==> src/rtl/seg7_scan_display_ctrl_pkg.sv <==
// Shared types and glyph constants for the multiplexed 7-segment scan driver.
package seg7_scan_display_ctrl_pkg;
    localparam int MAX_DATA_W  = 8;
    localparam int GLYPH_COUNT = 20;
    localparam logic [6:0] SEG_BLANK = 7'h00;
    localparam logic [6:0] SEG_ERR   = 7'h7F;

    // One digit slot; code is zero-extended to the widest supported code.
    typedef struct packed {
        logic                  vld;
        logic                  perr;
        logic [MAX_DATA_W-1:0] code;
    } digit_t;
endpackage

==> src/rtl/seg7_scan_display_ctrl_if.sv <==
// Write/commit/error bus between the parity-protected source and the scan driver.
interface seg7_scan_display_ctrl_if #(
    parameter int N_DIGITS = 4,
    parameter int DATA_W   = 5
);
    localparam int AW = (N_DIGITS > 1) ? $clog2(N_DIGITS) : 1;

    logic              wr_en;
    logic [AW-1:0]     wr_addr;
    logic [DATA_W-1:0] wr_code;
    logic              wr_par;
    logic              commit;
    logic              commit_pending;
    logic              err_clr;
    logic              par_err_sticky;

    modport master (
        output wr_en, wr_addr, wr_code, wr_par, commit, err_clr,
        input  commit_pending, par_err_sticky
    );
    modport slave (
        input  wr_en, wr_addr, wr_code, wr_par, commit, err_clr,
        output commit_pending, par_err_sticky
    );
endinterface

==> src/rtl/seg7_scan_display_ctrl_glyph_rom.sv <==
// Code -> {A..G} segment pattern; codes past the glyph table show blank.
module seg7_scan_display_ctrl_glyph_rom
    import seg7_scan_display_ctrl_pkg::*;
(
    input  logic [MAX_DATA_W-1:0] code,
    output logic [6:0]            glyph
);
    always_comb begin
        glyph = SEG_BLANK;
        case (code)
            8'd0:  glyph = 7'h7E;
            8'd1:  glyph = 7'h30;
            8'd2:  glyph = 7'h6D;
            8'd3:  glyph = 7'h79;
            8'd4:  glyph = 7'h33;
            8'd5:  glyph = 7'h5B;
            8'd6:  glyph = 7'h5F;
            8'd7:  glyph = 7'h70;
            8'd8:  glyph = 7'h7F;
            8'd9:  glyph = 7'h7B;
            8'd10: glyph = 7'h77;
            8'd11: glyph = 7'h1F;
            8'd12: glyph = 7'h4E;
            8'd13: glyph = 7'h3D;
            8'd14: glyph = 7'h4F;
            8'd15: glyph = 7'h47;
            8'd16: glyph = 7'h37;
            8'd17: glyph = 7'h0E;
            8'd18: glyph = 7'h67;
            8'd19: glyph = 7'h3E;
            default: glyph = SEG_BLANK;
        endcase
    end
endmodule

==> src/rtl/seg7_scan_display_ctrl.sv <==
// N-digit scan driver: parity-checked shadow bank, tear-free commit at the frame
// boundary, one digit per slot with an anti-ghost blank at slot start.
module seg7_scan_display_ctrl
    import seg7_scan_display_ctrl_pkg::*;
#(
    parameter int N_DIGITS     = 4,
    parameter int DATA_W       = 5,
    parameter int PRESCALE     = 1000,
    parameter int BLANK_CYCLES = 16,
    parameter int PARITY_ODD   = 0
) (
    input  logic                clk,
    input  logic                rst_n,
    input  logic                enable,
    seg7_scan_display_ctrl_if.slave bus,
    output logic [6:0]          seg,
    output logic [N_DIGITS-1:0] dig_n,
    output logic                frame_start
);
    localparam int AW = (N_DIGITS > 1) ? $clog2(N_DIGITS) : 1;
    localparam int CW = $clog2(PRESCALE);

    logic [CW-1:0]       cnt;
    logic [AW-1:0]       idx;
    digit_t              shadow [N_DIGITS];
    digit_t              active [N_DIGITS];
    digit_t              wr_ent, sel;
    logic                parity_ok, wr_hit, last_slot, copy_now;
    logic [6:0]          rom_glyph, seg_nxt;
    logic [N_DIGITS-1:0] dig_nxt;

    assign parity_ok = ((^bus.wr_code) ^ bus.wr_par) == 1'(PARITY_ODD);
    assign wr_hit    = bus.wr_en && (int'(bus.wr_addr) < N_DIGITS);
    assign wr_ent    = '{vld: 1'b1, perr: ~parity_ok, code: MAX_DATA_W'(bus.wr_code)};
    assign last_slot = (int'(idx) == N_DIGITS-1) && (int'(cnt) == PRESCALE-1);
    // Dark display has no frame to tear, so a disabled scan copies immediately.
    assign copy_now  = bus.commit_pending && (!enable || last_slot);

    always_ff @(posedge clk or negedge rst_n) begin
        if (!rst_n) begin
            for (int i = 0; i < N_DIGITS; i++) begin
                shadow[i] <= '0;
                active[i] <= '0;
            end
        end else begin
            for (int i = 0; i < N_DIGITS; i++) begin
                if (wr_hit && int'(bus.wr_addr) == i)
                    shadow[i] <= wr_ent;
                // A write landing on the copy edge bypasses into the new frame.
                if (copy_now)
                    active[i] <= (wr_hit && int'(bus.wr_addr) == i) ? wr_ent : shadow[i];
            end
        end
    end

    always_ff @(posedge clk or negedge rst_n) begin
        if (!rst_n) begin
            bus.commit_pending <= 1'b0;
            bus.par_err_sticky <= 1'b0;
        end else begin
            if (copy_now)        bus.commit_pending <= bus.commit;
            else if (bus.commit) bus.commit_pending <= 1'b1;
            if (wr_hit && !parity_ok) bus.par_err_sticky <= 1'b1;
            else if (bus.err_clr)     bus.par_err_sticky <= 1'b0;
        end
    end

    always_ff @(posedge clk or negedge rst_n) begin
        if (!rst_n) begin
            cnt <= '0;
            idx <= '0;
        end else if (!enable) begin
            cnt <= '0;
            idx <= '0;
        end else if (int'(cnt) == PRESCALE-1) begin
            cnt <= '0;
            idx <= (int'(idx) == N_DIGITS-1) ? '0 : idx + 1'b1;
        end else begin
            cnt <= cnt + 1'b1;
        end
    end

    assign sel = active[idx];

    seg7_scan_display_ctrl_glyph_rom u_rom (
        .code  (sel.code),
        .glyph (rom_glyph)
    );

    always_comb begin
        seg_nxt = SEG_BLANK;
        dig_nxt = '1;
        if (enable && int'(cnt) >= BLANK_CYCLES) begin
            dig_nxt[idx] = 1'b0;
            if (!sel.vld)      seg_nxt = SEG_BLANK;
            else if (sel.perr) seg_nxt = SEG_ERR;
            else               seg_nxt = rom_glyph;
        end
    end

    always_ff @(posedge clk or negedge rst_n) begin
        if (!rst_n) begin
            seg         <= '0;
            dig_n       <= '1;
            frame_start <= 1'b0;
        end else begin
            seg         <= seg_nxt;
            dig_n       <= dig_nxt;
            frame_start <= enable && cnt == '0 && idx == '0;
        end
    end
endmodule
==> src/flat_wrapper.sv <==
// flat-port wrapper written by rule: the top's interface ports become plain ports
module seg7_scan_display_ctrl_flat import seg7_scan_display_ctrl_pkg::*;
#(
    parameter int N_DIGITS     = 4,
    parameter int DATA_W       = 5,
    parameter int PRESCALE     = 1000,
    parameter int BLANK_CYCLES = 16,
    parameter int PARITY_ODD   = 0
)
  (clk, rst_n, enable, seg, dig_n, frame_start, bus_wr_en, bus_wr_addr, bus_wr_code, bus_wr_par, bus_commit, bus_err_clr, bus_commit_pending, bus_par_err_sticky);
  seg7_scan_display_ctrl_if #(.N_DIGITS(N_DIGITS), .DATA_W(DATA_W)) bus_i ();
  input  logic clk;
  input  logic rst_n;
  input  logic enable;
  output logic [6:0] seg;
  output logic [N_DIGITS-1:0] dig_n;
  output logic frame_start;
  input wire logic [$bits(bus_i.wr_en)-1:0] bus_wr_en;
  input wire logic [$bits(bus_i.wr_addr)-1:0] bus_wr_addr;
  input wire logic [$bits(bus_i.wr_code)-1:0] bus_wr_code;
  input wire logic [$bits(bus_i.wr_par)-1:0] bus_wr_par;
  input wire logic [$bits(bus_i.commit)-1:0] bus_commit;
  input wire logic [$bits(bus_i.err_clr)-1:0] bus_err_clr;
  output wire logic [$bits(bus_i.commit_pending)-1:0] bus_commit_pending;
  output wire logic [$bits(bus_i.par_err_sticky)-1:0] bus_par_err_sticky;
  assign bus_i.wr_en = bus_wr_en;
  assign bus_i.wr_addr = bus_wr_addr;
  assign bus_i.wr_code = bus_wr_code;
  assign bus_i.wr_par = bus_wr_par;
  assign bus_i.commit = bus_commit;
  assign bus_i.err_clr = bus_err_clr;
  assign bus_commit_pending = bus_i.commit_pending;
  assign bus_par_err_sticky = bus_i.par_err_sticky;
  seg7_scan_display_ctrl #(.N_DIGITS(N_DIGITS), .DATA_W(DATA_W), .PRESCALE(PRESCALE), .BLANK_CYCLES(BLANK_CYCLES), .PARITY_ODD(PARITY_ODD)) u_core (.clk(clk), .rst_n(rst_n), .enable(enable), .bus(bus_i), .seg(seg), .dig_n(dig_n), .frame_start(frame_start));
endmodule
==> config.mk <==
export PLATFORM = sky130hd
export DESIGN_NAME = seg7_scan_display_ctrl_flat
export DESIGN_NICKNAME = d
export VERILOG_FILES = /design/src/rtl/seg7_scan_display_ctrl_pkg.sv /design/src/rtl/seg7_scan_display_ctrl_if.sv /design/src/rtl/seg7_scan_display_ctrl_glyph_rom.sv /design/src/rtl/seg7_scan_display_ctrl.sv /design/src/flat_wrapper.sv
export SDC_FILE = /design/constraint.sdc
export NUM_CORES = 1
export LEC_CHECK = 0
export ABC_AREA = 1
export CORE_ASPECT_RATIO = 0.8
export CORE_MARGIN = 8
export CORE_UTILIZATION = 28
export CTS_CLUSTER_SIZE = 12
export DETAILED_ROUTE_END_ITERATION = 8
export PLACE_DENSITY_LB_ADDON = 0.05
export SLEW_MARGIN = 10
export SYNTH_ARGS = -nofsm -noshare
export SYNTH_HDL_FRONTEND = slang
export SYNTH_SLANG_ARGS = --single-unit
export TNS_END_PERCENT = 50
==> constraint.sdc <==
create_clock -name clk -period 2.14 [get_ports clk]
set_input_delay 0.214 -clock clk [delete_from_list [all_inputs] [get_ports clk]]
set_output_delay 0.214 -clock clk [all_outputs]
set_load 0.005 [all_outputs]
* Word level (Yosys, flattened, before mapping) *
Memories as Yosys holds them, arrays and structs flattened.
Cells that the tools add are included.

word-level totals
  bits in latches = 0
  memory bits (writable) = 0
  memories = 1
  flip-flop bits (word level) = 106
  bits in read-only memories = 224

cells by class
  reduce and logical (&&, ||, !) cells = 20
  multipliers = 0
  muxes and demuxes = 23
  $add $sub $neg = 2
  bitwise logic cells = 3
  div/mod/pow operators = 0
  shift operators = 0
  order comparisons = 4
  eq/ne operators = 6

memories
  name              words  width  read ports  clocked after memory_dff  wr ports  RTL line                                source
  (name not given)  32     7      1           0                         0         seg7_scan_display_ctrl_glyph_rom.sv:10  case (code)

operators by type and width
  operator               count
  $mux 10                8
  $mux 7                 4
  $bmux 10 s2            1
  $logic_and 1x1->1      11
  $add 10x1->10 const B  1
  $eq 10x6->1 const B    1
  $ge 10x5->1 const B    1
  $logic_not 10->1       1
  $mux 2                 3
  $mux 1                 5
  $reduce_xor 5->1       1
  $eq 2x1->1 const B     2
  $eq 2x2->1 const B     2
  $logic_not 2->1        2
  $mux 4                 1
  $not 4->4              1
  $reduce_bool 2->1      2
  $ge 3x3->1 const B     1
  $logic_not 3->1        1
  $lt 2x3->1 const B     1
  $not 2->3              1
  $add 2x1->2 const B    1
  $demux 1 s2            1
  $ge 2x1->1 const B     1
  other kinds (4)        4

* Longest topological paths before layout *
  depth after elaboration = 9
  gate-level depth with buffers = 16
  mapped depth without buffers = 13

* Modules after synthesis *
A second synthesis with hierarchy kept.

second synthesis, totals
  cells, all modules = 564
  area total of the unflattened synthesis = 4,850.9 um^2

modules (own cells, without submodules)
  module                            instances  area each (um^2)  seq. area each (um^2)  cells each
  seg7_scan_display_ctrl            1          4,460.5           2,657.5                496
  seg7_scan_display_ctrl_glyph_rom  1          390.4             0.0                    68

* Least setup slack after synthesis *
OpenSTA, ideal clock, no wires.

  path type = register to register
  start point = register u_core.idx[1]
  end point = register u_core.seg[3]
  data arrival time = 1.802 ns
  required time = 2.013 ns
  cell stages (with the launch flop) = 14
  clock period less this slack = 1.929 ns
  library setup time = 0.127 ns
  slack = 0.211 ns
  path through = dfrtp_1 -> inv_2 -> buf_2 -> a21oi_1 -> o21ai_0 -> nand2_1 -> inv_1 -> ha_1 -> nand3_1 -> nand3_1 -> nand2_1 -> nand2_1 -> nand3_1 -> a21oi_1

between the ends
  cells in the longest elaborated chain, start to end = 9

ends and longest elaborated chain
  what                                                    RTL line                                source
  start: declaration                                      seg7_scan_display_ctrl.sv:24            logic [AW-1:0] idx;
  start signal: assignment                                seg7_scan_display_ctrl.sv:77            idx <= (int'(idx) == N_DIGITS-1) ? '0 : idx + 1'b1;
  $not 2->3 (not written as such) *                       seg7_scan_display_ctrl.sv:83            assign sel = active[idx];
  $bmux 10 s2 *                                           seg7_scan_display_ctrl.sv:83
  $mux 10 (not written as such) * (2 in a row)            seg7_scan_display_ctrl.sv:83
  $mem_v2 32x7 / $logic_not 3->1 (equally long branches)  n/a
  $mux 7                                                  seg7_scan_display_ctrl_glyph_rom.sv:10
  $mux 7                                                  seg7_scan_display_ctrl.sv:96            else if (sel.perr) seg_nxt = SEG_ERR;
  $mux 7 *                                                seg7_scan_display_ctrl.sv:95            if (!sel.vld) seg_nxt = SEG_BLANK;
  $mux 7 *                                                seg7_scan_display_ctrl.sv:93            if (enable && int'(cnt) >= BLANK_CYCLES) begin
  via u_core.seg_nxt[3]                                   seg7_scan_display_ctrl.sv:29            logic [6:0] rom_glyph, seg_nxt;
  end signal: assignment                                  seg7_scan_display_ctrl.sv:107           seg <= seg_nxt;
  end: declaration                                        seg7_scan_display_ctrl.sv:16            output logic [6:0] seg,

The timed path passes the listed nets; every way through them passes the cells marked *. The select of a mux whose other input is x is not followed.
A chain may end at the register's enable or synchronous reset.

* Worst setup path after layout *
  start point = register u_core.idx[0]
  end point = register u_core.seg[3]

Same word-level chain as after synthesis.

==> impl_metrics.py <==
metrics = {
    "sta": {
        "drv_slew": 0,
        "grt_setup_unrepaired": "false",
        "fmax_mhz": 525,
        "finalSetupViolations": 0,
        "tns_ns": 0,
        "setup_ws_ns": 0.236,
        "final.setup_skew_ns": 0.00768,
        "max_slew_margin_pct": 67.7,
        "period_needed_ns": 1.90,
        "hold_viol_final": 0,
        "final.period_utilization_pct": 89.0,
        "worstMarginPinSlew_ns": 0.485,
    },
    "setup_path": {
        "crit_type": "flop to flop",
        "r2r_end": "u_core.seg[3]$_DFF_PN0_",
        "critPathCaptureType": "flop",
        "reg2reg_slack_ns": 0.24,
        "critPathSlowestCell": "dfrtp_1",
        "crit_required_ns": 2.36,
        "r2r-start": "u_core.idx[0]$_DFFE_PN0P_",
        "worstSetupStartpoint": "u_core.idx[0]$_DFFE_PN0P_",
        "arrival_ns": 2.12,
        "reg2reg_depth": 12,
        "crit_path_max_fanout": 6,
        "crit_end": "u_core.seg[3]$_DFF_PN0_",
        "crit_chain": "inv_2 -> a21oi_1 -> o21ai_0 -> nand2_1 -> inv_1 -> ha_1 -> nand3_1 -> nand3_1 -> nand2_1 -> nand2_1 -> nand3_1 -> a21oi_1",
        "max_stage_delay_ns": 0.40,
        "crit_path_start_kind": "flop",
    },
    "yosys": {
        "yosys_warnings": 0,
        "synth_top_area_share_pct": 53.5,
        "seq_area_frac_synth_pct": 55.7,
        "syn_nets": 584,
        "syn-instance-count": 557,
        "netlist_area_um2": 4770,
        "ys_types": 34,
        "synth.largest_area_cell": "dfrtp_1",
        "synth_area_leaders": "dfrtp_1 (53%), nand2_1 (16%), inv_1 (4.9%)",
        "ys_seq_elements": 106,
        "syn-mean-instance-area_um2": 8.57,
    },
    "cells_and_area": {
        "antenna_cells": 0,
        "num-fill-cells": 1770,
        "layout_commonest_cell": "nand2_1",
        "postLayoutCoreUtil_pct": 34.1,
        "layout.nets": 624,
        "layout-drive-gt1-share_pct": 10.7,
        "final_cell_mix": "nand2_1 (198), dfrtp_1 (102), inv_1 (61)",
        "synthToLayoutAreaGrowth_pct": 18.7,
    },
    "flow_run": {
        "maxCapViolCount": 0,
    },
    "detailed_routing": {
        "drc_errors": 0,
        "wire_per_inst_um": 13.8,
        "via_per_inst": 4.32,
        "routed.top_layer": "met4",
        "ant_nets": 0,
        "dr.pass1.iters": 5,
        "wl_met2_um": 4410,
        "m1WireLength_um": 6280,
        "drt-total-wl_um": 11300,
        "dr_wl_met3_um": 450,
        "first_iter_violations": 227,
        "vias": 3539,
    },
    "grt": {
        "grt_overflow_total": 0,
        "grt_pass1_vias": 3575,
        "grt_usage_pct": 11.2,
        "antenna_found_initial": 0,
        "grt_pass1_wl_um": 19200,
        "grt_max_degree": 54,
    },
    "placement": {
        "io_buffer_count": 27,
        "gp_congestion": 0.812,
        "place_ws_ns": 0.142,
        "hpwl_um": 7910,
    },
    "power": {
        "p_leak_nw": 2.80,
        "peakVddDrop_v": 0.000403,
        "powerDensity_nw_per_um2": 915,
        "p_total_mw": 5.18,
    },
    "floorplanning": {
        "initial_utilization_pct": 28.8,
        "die_h_um": 133,
        "rows": 42,
        "die-area_um2": 21500,
        "io_pins": 28,
        "core_um2": 16600,
        "die_w_um": 162,
    },
    "cts": {
        "cts_tree": "yes",
        "clk_path_buf_depth": 2,
        "ctsHtreeMaxLevel": 3,
        "ctsRootBufferMaster": "clkbuf_16",
        "worst_skew_pair.late_latency_ns": 0.35,
        "cts.sinks": 106,
        "cts_buffers": 9,
        "path_clk_slew_ns": 0.06,
    },
    "hold_path": {
        "min_path_type": "primary input to async pin",
    },
    "outcome": {
        "outcome": "complete, no violations",
    },
}
==> kinds of logic after synthesis <==
| family | Yosys count | synth area share (%) |
|---|---|---|
| xor+xnor | 4 | 0.734 |
| buf+inv | 86 | 7.86 |
| flops | 106 | 55.7 |
| fa+ha+maj | 13 | 3.41 |
| compound gates | 72 | 7.91 |
| simple gates | 276 | 24.4 |
==> how the worst min path moves through the flow <==
stage	startpoint	endpoint	slack, ns
after global routing	rst_n	u_core.cnt[5]$_DFF_PN0_	0.42
final	rst_n	u_core.cnt[5]$_DFF_PN0_	0.38
after CTS	rst_n	u_core.cnt[5]$_DFF_PN0_	0.39
after global placement	rst_n	u_core.cnt[5]$_DFF_PN0_	0.21
after floorplan	rst_n	u_core.active[0]$_DFFE_PN0P_	-0.08
after detailed placement	rst_n	u_core.cnt[5]$_DFF_PN0_	0.22
==> critical path, delay by kind of cell, from the launching register on <==
kind / cells / cell delay [ns]
AOI/OAI and AO/OA: 3 / 0.28
and+or+nand+nor: 6 / 0.54
adders and majority gates: 1 / 0.33
DFF: 1 / 0.40
buffers and inverters: 2 / 0.22
==> Yosys cell counts <==
cell type,number
nor3_2,3
inv_2,7
ha_1,13
xnor2_1,2
nand2_1,199
nor3_1,6
o211ai_1,1
or2_2,6
nand2_4,1
o21bai_1,1
o21ai_1,6
nor2_1,23
o22ai_1,1
nor2_4,1
nand4_1,7
or2_0,1
o21ai_0,42
buf_6,5
inv_1,62
nand2_2,4
buf_4,2
nand3_1,21
a32o_1,1
nor2_2,1
buf_2,6
nor4_1,1
o21ai_2,1
a21oi_1,18
xor2_1,2
nand3_2,2
o31ai_1,1
clkbuf_1,4
dfrtp_1,102
dfstp_2,4
==> state kept, by name, summed over array words and instances, names as in the netlist <==
name / cells
u_core.active: 40
u_core.dig_n: 4
u_core.bus.par_err_sticky: 1
u_core.idx: 2
u_core.bus.commit_pending: 1
u_core.seg: 7
u_core.shadow: 40
u_core.cnt: 10
u_core.frame_start: 1
==> through the flow <==
step	cell area (µm²)	hold slack [ns]	std cells
after floorplan	4770	-0.0816	557
after global placement	5350	0.214	802
after detailed placement	5350	0.220	802
after CTS	5640	0.386	816
after global routing	5670	0.419	819
final	5670	0.375	819
==> metal layers <==
metal / GRT usage, % / up-vias
li1: - / 1807
met1: 16.6 / 1649
met2: 15.3 / 74
met3: 2.94 / 9
met4: 3.54 / 0
met5: 0 / -
==> power breakdown <==
| group | leakage (nW) | switching, mW | internal, mW |
|---|---|---|---|
| Sequential | 1.36 | 0.110 | 2.23 |
| Clock | 0.136 | 0.728 | 0.919 |
| Combinational | 1.30 | 0.768 | 0.432 |
| Total | 2.80 | 1.61 | 3.58 |
==> area by class of cell <==
| cell class | count | area, µm² | area share (%) |
|---|---|---|---|
| clock buffers | 10 | 239 | 4.22 |
| repair buffers | 46 | 450 | 7.95 |
| clock inverters | 3 | 42.5 | 0.751 |
| flip-flops and latches | 106 | 2660 | 46.9 |
| well taps | 220 | 275 | 4.86 |
| multi-input cells | 365 | 1740 | 30.8 |
| inverters | 69 | 259 | 4.57 |
==> what timing repair did <==
| item | in CTS | in global routing |
|---|---|---|
| endpoints found under the hold margin | 30 | 0 |
| resized for setup | 0 | 2 |
| hold buffers | 1 | 0 |
| setup endpoints to repair | 0 | 1 |
| buffers inserted | 0 | 3 |
Note: power is estimated with default switching activity, not from simulation.
==> RTL change 1 (same settings) <==
`PARITY_ODD` is set to 0 in 2 places; all go to 1.
--- a/src/rtl/seg7_scan_display_ctrl.sv
+++ b/src/rtl/seg7_scan_display_ctrl.sv
@@ -7,7 +7,7 @@
     parameter int DATA_W       = 5,
     parameter int PRESCALE     = 1000,
     parameter int BLANK_CYCLES = 16,
-    parameter int PARITY_ODD   = 0
+    parameter int PARITY_ODD   = 1
 ) (
     input  logic                clk,
     input  logic                rst_n,
--- a/src/flat_wrapper.sv
+++ b/src/flat_wrapper.sv
@@ -5,7 +5,7 @@
     parameter int DATA_W       = 5,
     parameter int PRESCALE     = 1000,
     parameter int BLANK_CYCLES = 16,
-    parameter int PARITY_ODD   = 0
+    parameter int PARITY_ODD   = 1
 )
   (clk, rst_n, enable, seg, dig_n, frame_start, bus_wr_en, bus_wr_addr, bus_wr_code, bus_wr_par, bus_commit, bus_err_clr, bus_commit_pending, bus_par_err_sticky);
   seg7_scan_display_ctrl_if #(.N_DIGITS(N_DIGITS), .DATA_W(DATA_W)) bus_i ();
Check against the original RTL: not equivalent (Yosys sat finds a counterexample within 4 cycles, from zero or initial values and one cycle with rst_n low).
==> RTL change 1 against the unedited design <==
- global-route usage rose by 0.29 points
- synthesized area fell by 0.42%
- fmax fell by 0.36%
- cell area fell by 0.60%
- first-iteration DRC count rose by 2.6%
- critical path depth fell by 1
- wire length rose by 1.1%
- utilization fell by 0.20 points
- setup slack got worse by 7.0 ps
- power rose by 0.61%
- combinational power barely moved
- sequential cell count did not move
- critical path type unchanged
==> RTL change 1: results (changes against the unedited design) <==
Outcome
  – Status: finished clean (unchanged)

Layout
  – Nets: 609 (was 624)
  – Share of cells above drive strength 1: 11.2% (was 10.7%)

Yosys
  – Area share of xor/xnor cells in the synthesized design: 0.737% (was 0.734%)
  – Register area share after synthesis: 55.9% (was 55.7%)
  – Synth unique cells: 32 (was 34)
  – Commonest cells post-synth: 195 x nand2_1, 102 x dfrtp_1, 54 x inv_1 (was 199 x nand2_1, 102 x dfrtp_1, 62 x inv_1)
  – Syn Nets: 571 (was 584)
  – Synth Area in Compound Gates: 8.76% (was 7.91%)

Clock tree
  – Worst-path clk slew: 80 ps (was 60 ps)

Critical path
  – Reg2reg end: u_core.seg[2]$_DFF_PN0_ (was u_core.seg[3]$_DFF_PN0_)
  – R2R depth: 11 (was 12)

Detailed routing
  – Met2 wire len: 4.62 mm (was 4.41 mm)
  – Initial detailed-routing violation count: 233 (was 227)
  – Met1 Routed Length: 6.24 mm (was 6.28 mm)
  – Final WL: 11.4 mm (was 11.3 mm)
  – WL met3: 406 um (was 450 um)

Global route
  – Largest net degree at the start of global routing: 48 (was 54)
  – Met3 Use GR: 2.98% (was 2.94%)
  – First-pass GRT wire length: 19.5 mm (was 19.2 mm)
  – Met2 usage: 16.0% (was 15.3%)

STA
  – Slew at the pin with the worst max-slew slack: 535 ps (was 485 ps)
  – Minimum hold slack: 358 ps (was 375 ps)

Placed design
  – Placed cell areas: 5320 sq um (was 5350 sq um)
  – Placed cells: 790 (was 802)
  – GPL Wtd Cong: 0.837 (was 0.812)

Power
  – Peak supply drop: 385 uV (was 403 uV)
  – Leak Pwr: 2.78 nW (was 2.80 nW)
[RTL change 1: changes by cell type after synthesis, sizes merged, moves of 2 or more]
cell,delta
a21oi,+2
o21ai,+2
nand3,+2
nor2,-4
inv,-8
nand2,-4
or2,-2
nor3,-2
[RTL change 1: worst max path at each step]
stage                                    from                            to  slack [ps]  cells after the start
global placement               bus_wr_addr[1]  u_core.active[3]$_DFFE_PN0P_         230                      7
global route        u_core.idx[0]$_DFFE_PN0P_       u_core.seg[3]$_DFF_PN0_         0.6                     13
finish              u_core.idx[0]$_DFFE_PN0P_       u_core.seg[2]$_DFF_PN0_         230                     11
CTS                 u_core.idx[0]$_DFFE_PN0P_       u_core.seg[2]$_DFF_PN0_         200                     11
detailed placement             bus_wr_code[2]  u_core.active[8]$_DFFE_PN0P_         230                      9
floorplan           u_core.idx[0]$_DFFE_PN0P_       u_core.seg[2]$_DFF_PN0_         160                     12
[RTL change 1: power breakdown]
group	total, mW	internal, mW	switching, mW
clock	1.68	0.871	0.805
sequential	2.34	2.23	0.117
combinational	1.20	0.419	0.777
[RTL change 1: critical path: cells and delay by family (launching register included)]
kind / cells / cell delay (ps)
DFF: 1 / 410
and+or+nand+nor: 7 / 810
adders and majority gates: 1 / 210
AOI/OAI and AO/OA: 1 / 60
buffers and inverters: 2 / 290
[RTL change 1: layout make-up]
type,instances,area (sq um)
clock buffers,11,253
clock inverters,5,46.3
fillers,1742,11000
inverters,61,229
multi-input cells,360,1750
flip-flops and latches,106,2660
well taps,220,275
repair buffers,44,427
[RTL change 1: repair_timing]
action,in CTS,in global routing
setup endpoints to repair,0,1
hold buffers,1,0
setup buffers,0,0
hold endpoints to repair,35,0
gates resized for setup,0,1
==> RTL change 2 (same settings) <==
Without the edit above. Remove the register `dig_n`: a continuous assignment takes its place, so the output `dig_n` follows one clock earlier.
--- a/src/rtl/seg7_scan_display_ctrl.sv
+++ b/src/rtl/seg7_scan_display_ctrl.sv
@@ -101,12 +101,12 @@
     always_ff @(posedge clk or negedge rst_n) begin
         if (!rst_n) begin
             seg         <= '0;
-            dig_n       <= '1;
             frame_start <= 1'b0;
         end else begin
             seg         <= seg_nxt;
-            dig_n       <= dig_nxt;
             frame_start <= enable && cnt == '0 && idx == '0;
         end
     end
+
+    assign dig_n = dig_nxt;
 endmodule
Function: same outputs for any inputs over 10 cycles, from zero or initial values and one cycle with rst_n low; that may be too few to reach the edited logic, so the function may still have changed.
==> RTL change 2 against the unedited design <==
- setup slack got worse by 87 ps
- synthesized area fell by 2.4%
- sequential cell count fell by 4
- clock skew rose by 4.4 ps
- wire length rose by 1.8%
- clock power fell by 5%
- critical path depth fell by 2
- fmax fell by 4.3%
- power fell by 3.6%
- critical endpoint is now u_core.frame_start$_DFF_PN0_
- cell area fell by 1.5%
- cell count fell by 0.24%
==> RTL change 2: results (changes against the unedited design) <==
Yosys
  – Post-Syn Area per Cell: 8.53 sq um (was 8.57 sq um)
  – Commonest cells post-synth: 191 x nand2_1, 102 x dfrtp_1, 61 x inv_1 (was 199 x nand2_1, 102 x dfrtp_1, 62 x inv_1)
  – Synth Area in Compound Gates: 8.43% (was 7.91%)
  – Register area share after synthesis: 54.8% (was 55.7%)
  – Ranking of synthesized cells by area: dfrtp_1 55%, nand2_1 15%, inv_1 4.9% (was dfrtp_1 53%, nand2_1 16%, inv_1 4.9%)
  – Syn Nets: 573 (was 584)
  – Adder-Cell Fraction of Synth Area: 3.49% (was 3.41%)

Critical path
  – CP max FO: 4 (was 6)
  – Reg2Reg Setup Slack: 150 ps (was 240 ps)
  – Worst Setup EP: u_core.frame_start$_DFF_PN0_ (was u_core.seg[3]$_DFF_PN0_)
  – R2R depth: 10 (was 12)
  – Reg-to-reg startpoint: u_core.cnt[9]$_DFF_PN0_ (was u_core.idx[0]$_DFFE_PN0P_)

Power
  – Peak supply drop: 389 uV (was 403 uV)

Outcome
  – Status: finished clean (unchanged)

Global route
  – Met3 Use GR: 3.34% (was 2.94%)
  – Number of global-route vias before repair: 3640 (was 3575)
  – Largest net degree at the start of global routing: 44 (was 54)
  – Total GRT Usage: 11.5% (was 11.2%)
  – Met1 Resource Use GR: 16.8% (was 16.6%)
  – First-pass GRT wire length: 19.5 mm (was 19.2 mm)

Placed design
  – Place WS: 94.0 ps (was 142 ps)
  – Hpwl dp: 8.21 mm (was 7.91 mm)
  – GPL Wtd Cong: 0.805 (was 0.812)
  – Placed cells: 793 (was 802)
  – Placed cell areas: 5230 sq um (was 5350 sq um)

Layout
  – Nets: 620 (was 624)
  – Non-Filler Instances: 817 (was 819)

STA
  – Final Skew: 12.1 ps (was 7.68 ps)
  – Minimum hold slack: 394 ps (was 375 ps)

Detailed routing
  – Via count: 3544 (was 3539)
[RTL change 2: final cells by class]
class	instances	area, sq um
Clock buffer	9	225
Clock inverter	6	46.3
Multi-Input combinational cell	359	1740
Fill cell	1794	10800
Inverter	66	248
Sequential cell	102	2550
Tap cell	220	275
Timing Repair Buffer	55	500
[RTL change 2: where the power goes]
part | total [mW] | switching, mW | internal [mW]
clock network | 1.56 | 0.767 | 0.791
logic | 1.18 | 0.754 | 0.421
registers | 2.26 | 0.112 | 2.15
total | 5.00 | 1.63 | 3.36
[RTL change 2: repair_timing]
action,in CTS,in global routing
pin swaps,2,2
endpoints found under the setup margin,4,1
endpoints found under the hold margin,38,0
setup buffers,9,0
hold buffers,1,0
resized for setup,4,3
[RTL change 2: metal layers]
layer  wire length [um]  part of all wire (%)
met4                147                   1.3
met2               4620                    40
met3                512                   4.5
met1               6210                    54
met5                  0                     0
